==> config.mk <==
export PLATFORM = sky130hd
export DESIGN_NAME = mem_access_unit
export DESIGN_NICKNAME = d
export VERILOG_FILES = /design/src/rtl/mem_access_unit.sv
export SDC_FILE = /design/constraint.sdc
export NUM_CORES = 1
export LEC_CHECK = 0
export CORE_UTILIZATION = 39
export DETAILED_ROUTE_END_ITERATION = 8
export PLACE_DENSITY = 0.85
export SETUP_SLACK_MARGIN = 0.3
export SLEW_MARGIN = 20
export SYNTH_ARGS = -nofsm -noshare
export SYNTH_HDL_FRONTEND = slang
export SYNTH_SLANG_ARGS = --single-unit
==> constraint.sdc <==
create_clock -name CLK -period 1.3 [get_ports CLK]
set_input_delay 0.195 -clock CLK [delete_from_list [all_inputs] [get_ports CLK]]
set_output_delay 0.195 -clock CLK [all_outputs]
set_load 0.1 [all_outputs]
==> src/rtl/mem_access_unit.sv <==
// Load/store access unit: byte/half/word alignment, req/ack memory bus, extended load result.
// Optional MEM_TIMEOUT_EN adds a bus_ack timeout that completes the access with bus_err.
module mem_access_unit #(
  parameter int unsigned TIMEOUT_CYCLES = 255
) (
  input  logic        CLK,
  input  logic        RST_n,
  input  logic        start,
  input  logic        mem_write,
  input  logic [1:0]  size,
  input  logic        sign_ext,
  input  logic [31:0] addr,
  input  logic [31:0] wdata,
  output logic        busy,
  output logic        done,
  output logic [31:0] rdata,
  output logic        addr_err,
  output logic        bus_err,
  output logic        bus_req,
  output logic        bus_we,
  output logic [31:0] bus_addr,
  output logic [3:0]  bus_be,
  output logic [31:0] bus_wdata,
  input  logic        bus_ack,
  input  logic [31:0] bus_rdata
);

  typedef enum logic [1:0] {ST_IDLE = 2'd0, ST_REQ = 2'd1, ST_DONE = 2'd2} state_t;

  if ((TIMEOUT_CYCLES < 32'd1) || (TIMEOUT_CYCLES > 32'd65535)) begin : g_bad_timeout
    $error("mem_access_unit: TIMEOUT_CYCLES out of range 1..65535");
  end

  state_t      state_q, state_d;
  logic        busy_q, busy_d, done_q, done_d, addr_err_q, addr_err_d;
  logic        bus_req_q, bus_req_d, bus_we_q, bus_we_d;
  logic [31:0] rdata_q, rdata_d, bus_addr_q, bus_addr_d, bus_wdata_q, bus_wdata_d;
  logic [3:0]  bus_be_q, bus_be_d;
  logic [1:0]  size_q, size_d, lane_q, lane_d;
  logic        sign_ext_q, sign_ext_d;
  logic        legal_s;
  logic [3:0]  be_s;
  logic [31:0] wdata_s;
`ifdef MEM_TIMEOUT_EN
  localparam logic [15:0] TMO_LAST = 16'(TIMEOUT_CYCLES - 32'd1);
  logic [15:0] tmo_q, tmo_d;
  logic        bus_err_q, bus_err_d;
`endif

  // Shift the addressed lane down to bit 0, then sign- or zero-extend.
  function automatic logic [31:0] load_extract(input logic [1:0] sz, input logic [1:0] lane,
                                               input logic sext, input logic [31:0] word);
    logic [31:0] sh;
    logic [31:0] res;
    sh = word >> {lane, 3'b000};
    case (sz)
      2'b00:   res = {{24{sext & sh[7]}}, sh[7:0]};
      2'b01:   res = {{16{sext & sh[15]}}, sh[15:0]};
      default: res = word;
    endcase
    return res;
  endfunction

  always_comb begin
    legal_s = 1'b0;
    be_s    = 4'b0000;
    wdata_s = wdata;
    case (size)
      2'b00: begin
        legal_s = 1'b1;
        be_s    = 4'b0001 << addr[1:0];
        wdata_s = {4{wdata[7:0]}};
      end
      2'b01: begin
        legal_s = ~addr[0];
        be_s    = 4'b0011 << addr[1:0];
        wdata_s = {2{wdata[15:0]}};
      end
      2'b10: begin
        legal_s = (addr[1:0] == 2'b00);
        be_s    = 4'b1111;
      end
      default: legal_s = 1'b0;
    endcase
  end

  always_comb begin
    state_d     = state_q;
    busy_d      = busy_q;
    done_d      = 1'b0;
    addr_err_d  = 1'b0;
    bus_req_d   = bus_req_q;
    bus_we_d    = bus_we_q;
    rdata_d     = rdata_q;
    bus_addr_d  = bus_addr_q;
    bus_be_d    = bus_be_q;
    bus_wdata_d = bus_wdata_q;
    size_d      = size_q;
    lane_d      = lane_q;
    sign_ext_d  = sign_ext_q;
`ifdef MEM_TIMEOUT_EN
    tmo_d       = tmo_q;
    bus_err_d   = 1'b0;
`endif
    case (state_q)
      ST_IDLE: begin
        if (start) begin
          busy_d = 1'b1;
          if (legal_s) begin
            state_d     = ST_REQ;
            bus_req_d   = 1'b1;
            bus_we_d    = mem_write;
            bus_addr_d  = {addr[31:2], 2'b00};
            bus_be_d    = be_s;
            bus_wdata_d = wdata_s;
            size_d      = size;
            lane_d      = addr[1:0];
            sign_ext_d  = sign_ext;
`ifdef MEM_TIMEOUT_EN
            tmo_d       = 16'd0;
`endif
          end else begin
            state_d    = ST_DONE;
            done_d     = 1'b1;
            addr_err_d = 1'b1;
          end
        end else begin
          state_d = ST_IDLE;
        end
      end
      ST_REQ: begin
        if (bus_ack) begin
          state_d   = ST_DONE;
          done_d    = 1'b1;
          bus_req_d = 1'b0;
          if (!bus_we_q) begin
            rdata_d = load_extract(size_q, lane_q, sign_ext_q, bus_rdata);
          end else begin
            rdata_d = rdata_q;
          end
        end
`ifdef MEM_TIMEOUT_EN
        // An ack in the limit cycle takes the branch above and completes normally.
        else if (tmo_q == TMO_LAST) begin
          state_d   = ST_DONE;
          done_d    = 1'b1;
          bus_err_d = 1'b1;
          bus_req_d = 1'b0;
        end else begin
          tmo_d = tmo_q + 16'd1;
        end
`else
        else begin
          state_d = ST_REQ;
        end
`endif
      end
      ST_DONE: begin
        state_d = ST_IDLE;
        busy_d  = 1'b0;
      end
      default: begin
        state_d   = ST_IDLE;
        busy_d    = 1'b0;
        bus_req_d = 1'b0;
      end
    endcase
  end

  always_ff @(posedge CLK) begin
    if (!RST_n) begin
      state_q     <= ST_IDLE;
      busy_q      <= 1'b0;
      done_q      <= 1'b0;
      addr_err_q  <= 1'b0;
      bus_req_q   <= 1'b0;
      bus_we_q    <= 1'b0;
      rdata_q     <= 32'd0;
      bus_addr_q  <= 32'd0;
      bus_be_q    <= 4'd0;
      bus_wdata_q <= 32'd0;
      size_q      <= 2'd0;
      lane_q      <= 2'd0;
      sign_ext_q  <= 1'b0;
`ifdef MEM_TIMEOUT_EN
      tmo_q       <= 16'd0;
      bus_err_q   <= 1'b0;
`endif
    end else begin
      state_q     <= state_d;
      busy_q      <= busy_d;
      done_q      <= done_d;
      addr_err_q  <= addr_err_d;
      bus_req_q   <= bus_req_d;
      bus_we_q    <= bus_we_d;
      rdata_q     <= rdata_d;
      bus_addr_q  <= bus_addr_d;
      bus_be_q    <= bus_be_d;
      bus_wdata_q <= bus_wdata_d;
      size_q      <= size_d;
      lane_q      <= lane_d;
      sign_ext_q  <= sign_ext_d;
`ifdef MEM_TIMEOUT_EN
      tmo_q       <= tmo_d;
      bus_err_q   <= bus_err_d;
`endif
    end
  end

  assign busy      = busy_q;
  assign done      = done_q;
  assign addr_err  = addr_err_q;
  assign rdata     = rdata_q;
  assign bus_req   = bus_req_q;
  assign bus_we    = bus_we_q;
  assign bus_addr  = bus_addr_q;
  assign bus_be    = bus_be_q;
  assign bus_wdata = bus_wdata_q;
`ifdef MEM_TIMEOUT_EN
  assign bus_err   = bus_err_q;
`else
  assign bus_err   = 1'b0;
`endif

endmodule

==> metrics.md <==
| Metric | Value |
|---|---|
| Status | finished with violations |
| Failing checks | negative setup slack |
| Setup crit end kind | flip-flop |
| RR Startpoint | state_q[0]$_SDFF_PN0_ |
| Num ports | 210 |
| Pleak | roughly 4.2 nW |
| Initial Utilization | 40.0% |
| Library cells used by synthesis | 34 |
| Top cells by area, synth | dfxtp_1 43%, nand2_1 12%, a21boi_1 7.6%, mux2i_1 6.9%, o21ai_0 4.3% |
| Busiest grt layer | met2 |
| Final setup violating endpoints | 106 |
| Hold path startpoint | start |
| Routed vias | 6138 |
| Total wire length | 24200 um |
| CP peak stage delay | 0.35 ns |
| I/O Buffers | 206 |
| Synth Register Bits | 109 |
| Die Area | 13400 um^2 |
| Initial antenna violation count | 3 |
| Worst vdd ir | 978 uV |
| Row count | 41 |
| Slew Limit Fails | 0 |
| Syn Area/Cell | 8.28 um^2 |
| Leading area contributor after synthesis | dfxtp_1 |
| Pin count of the biggest net entering global routing | between 70 and 80 |
| P&R area growth vs syn | 104% |
| Crit-path cells | nor3b_2, buf_4, o21a_4, buf_6, nand2_1, a21boi_1 |
| Pwr Total | 10.5 mW |
| H-Tree Depth | 3 |
| Worst path bufs/invs | 2 |
| Sequential element share of the synthesized area | 43.3% |
| Post-synth EDFFs | 0 |
| Slowest CP cell | dfxtp_4 |
| Number of global-route vias before repair | between 5000 and 6000 |
| Critical path data arrival time | 1.89 ns |
| Clock Sinks | around 110 |
| F_max | 610 MHz |
| Worst-Skew Late Latency | 0.38 ns |
| Post-synth top cells | 157 x nand2_1, 109 x dfxtp_1, 51 x a21boi_1, 43 x o21ai_0, 35 x mux2i_1 |
| CTS buffer count | 9 |
| Async set-or-reset flop fraction in the synthesized netlist | 0% |
| Period minus WS final | roughly 1.6 ns |
| Terminus of the critical flop-to-flop path | bus_wdata[26]$_SDFFE_PN0P_ |
| Max clock buf depth | 2 |
| Max-Cap Viols | 0 |
| Share of the synthesized area in the top cell type | 43.3% |
| Share of post-route cells with drive strength above 1 | 47.6% |
| Clock root cell | clkbuf_16 |
| Die Ht | about 120 um |
| Startpoint types | flip-flop |
| GR Util met3 | 8.79% |
| TritonRoute pass-1 iters | 6 |
| RSZ-0062 raised after global routing | true |
| DR iter-0 viols | between 600 and 700 |
| Crit-path max FO | 14 |
| GRT Overall Usage | between 30% and 40% |
| Met2 usage | 54.3% |
| Most frequent cell after synthesis | nand2_1 |
| CTS clk-pin slew, worst paths | 0.09 ns |
| Met1 global-route usage | 32.1% |
| Layout Skew | 0.0160 ns |
| Final setup margin | -0.339 ns |
| Residual DRC | 0 |
| Total gr overflow | 0 |
| Crit path max-delay family | compound AO/OA/AOI/OAI gates |
| TNS Setup | -12.19 ns |
| First-pass GRT wire length | 30400 um |
| Final Hold Viols | 0 |
| Die width | 116 um |
| Synth warn | 0 |
| Hold WS | about 0.25 ns |
| Post-Syn Area | ~5000 um^2 |
| Avg Vias per Cell | 5.71 |
| Syn Inst Count | 609 |
| Fin nets | 999 |
| Setup Slack @ Placement | -0.603 ns |
| Main synth FF type | dfxtp_1 |
| Hold depth | 4 |
| Min-delay worst type | in2reg |
| Area of the core | ~13000 um^2 |
| Worst Hold End | busy$_SDFFE_PN0P_ |
| Power Density | 1020 nW/um^2 |
| Period utilization | 126% |
| Register-to-register setup slack | -0.34 ns |
| ANT nets after route | 0 |
| Setup CP Type | reg2reg |
| TritonCTS clock tree | built |
| WP data required | 1.55 ns |
| Gpl congestion | 0.897 |
| FF-to-FF path depth | 6 |
| Drt wl/cell | 22.5 um |
| Hpwl dp | 13000 um |
[power breakdown]
part | total (mW) | internal, mW | switching, mW
Sequential | 3.76 | 3.54 | 0.220
Combinational | 3.92 | 1.63 | 2.30
Clock | 2.80 | 1.34 | 1.46
Total | 10.5 | 6.51 | 3.98
[cells by family (layout without fill, tap and decap cells)]
group | after synthesis | in the layout | share of synthesized area [%]
AOI/OAI and AO/OA | 188 | 189 | 26.2
buffers and inverters | 59 | 347 | 5.76
DFF | 109 | 109 | 43.3
muxes | 35 | 35 | 6.95
other | 1 | 6 | 0.0744
and+or+nand+nor | 217 | 217 | 17.8
[how the worst max path moves through the flow]
stage	startpoint	end	cells past startpoint
global placement	addr[0]	bus_wdata[9]$_SDFFE_PN0P_	6
floorplan	state_q[1]$_SDFF_PN0_	bus_wdata[15]$_SDFFE_PN0P_	6
detailed placement	size[0]	bus_wdata[11]$_SDFFE_PN0P_	6
finish	state_q[0]$_SDFF_PN0_	bus_wdata[26]$_SDFFE_PN0P_	6
global route	state_q[0]$_SDFF_PN0_	bus_wdata[26]$_SDFFE_PN0P_	6
CTS	state_q[1]$_SDFF_PN0_	bus_addr[10]$_SDFFE_PN0P_	7
[worst min-delay path, stage by stage]
cell            delay, ns
dlymetal6s2s_1       0.11
buf_4                0.13
a21oi_1              0.06
nor2_1               0.08
[sequential cells by signal, indices dropped and copies added (netlist names)]
name,flops
size_q,2
rdata,32
bus_we,1
bus_wdata,32
bus_addr,30
addr_err,1
sign_ext_q,1
bus_req,1
lane_q,2
busy,1
state_q,2
bus_be,4
[cell usage in the layout (no fill, tap or decap), types with 5 or more instances in the layout]
master	instances
nand3_1	7
and2_1	8
buf_6	13
a21boi_2	8
mux2i_1	32
clkdlybuf4s50_1	97
o21ai_1	6
dfxtp_4	15
o211a_1	18
nand2_1	134
nand2b_1	7
o22ai_1	8
buf_4	88
buf_12	116
a21boi_1	46
nor2_2	5
nor2_1	18
nand2_2	13
a21oi_2	5
a31oi_1	11
a21oi_1	12
o2bb2ai_1	6
a2bb2oi_1	5
dfxtp_2	92
clkbuf_16	13
o21ai_0	37
o32ai_2	7
nand2_4	9
[what timing repair did]
action | CTS | global route
pin swaps | 8 | 16
gates resized for setup | 66 | 62
hold buffers | 0 | 0
gates cloned | 4 | 5
setup buffers | 20 | 23
endpoints found under the setup margin | 211 | 211
[area by class of cell]
class | count | area, um^2
clock inverter | 7 | 58.8
sequential | 109 | 2350
timing repair buffer | 329 | 4370
antenna | 3 | 7.51
multi-input combinational | 444 | 3040
tap | 172 | 215
clock buffer | 9 | 225
inverter | 2 | 7.51
fill | 622 | 2350
[metal layers]
metal / wire length [um] / up-vias / share of wire, %
met5: 0 / - / 0
met4: 1440 / 0 / 6.0
met3: 2290 / 111 / 9.5
met2: 11900 / 389 / 49
met1: 8530 / 2949 / 35
li1: - / 2689 / -
[per-stage QoR]
step | utilization (%) | instance area [um^2] | std cells
after floorplan | - | 5320 | 611
after detailed placement | 70.7 | 8920 | 1004
final | 81.4 | 10300 | 1075
after global routing | 81.4 | 10300 | 1075
after CTS | 77.0 | 9720 | 1044
after global placement | 70.7 | 8920 | 1004
Note: power is estimated with default switching activity, not from simulation.
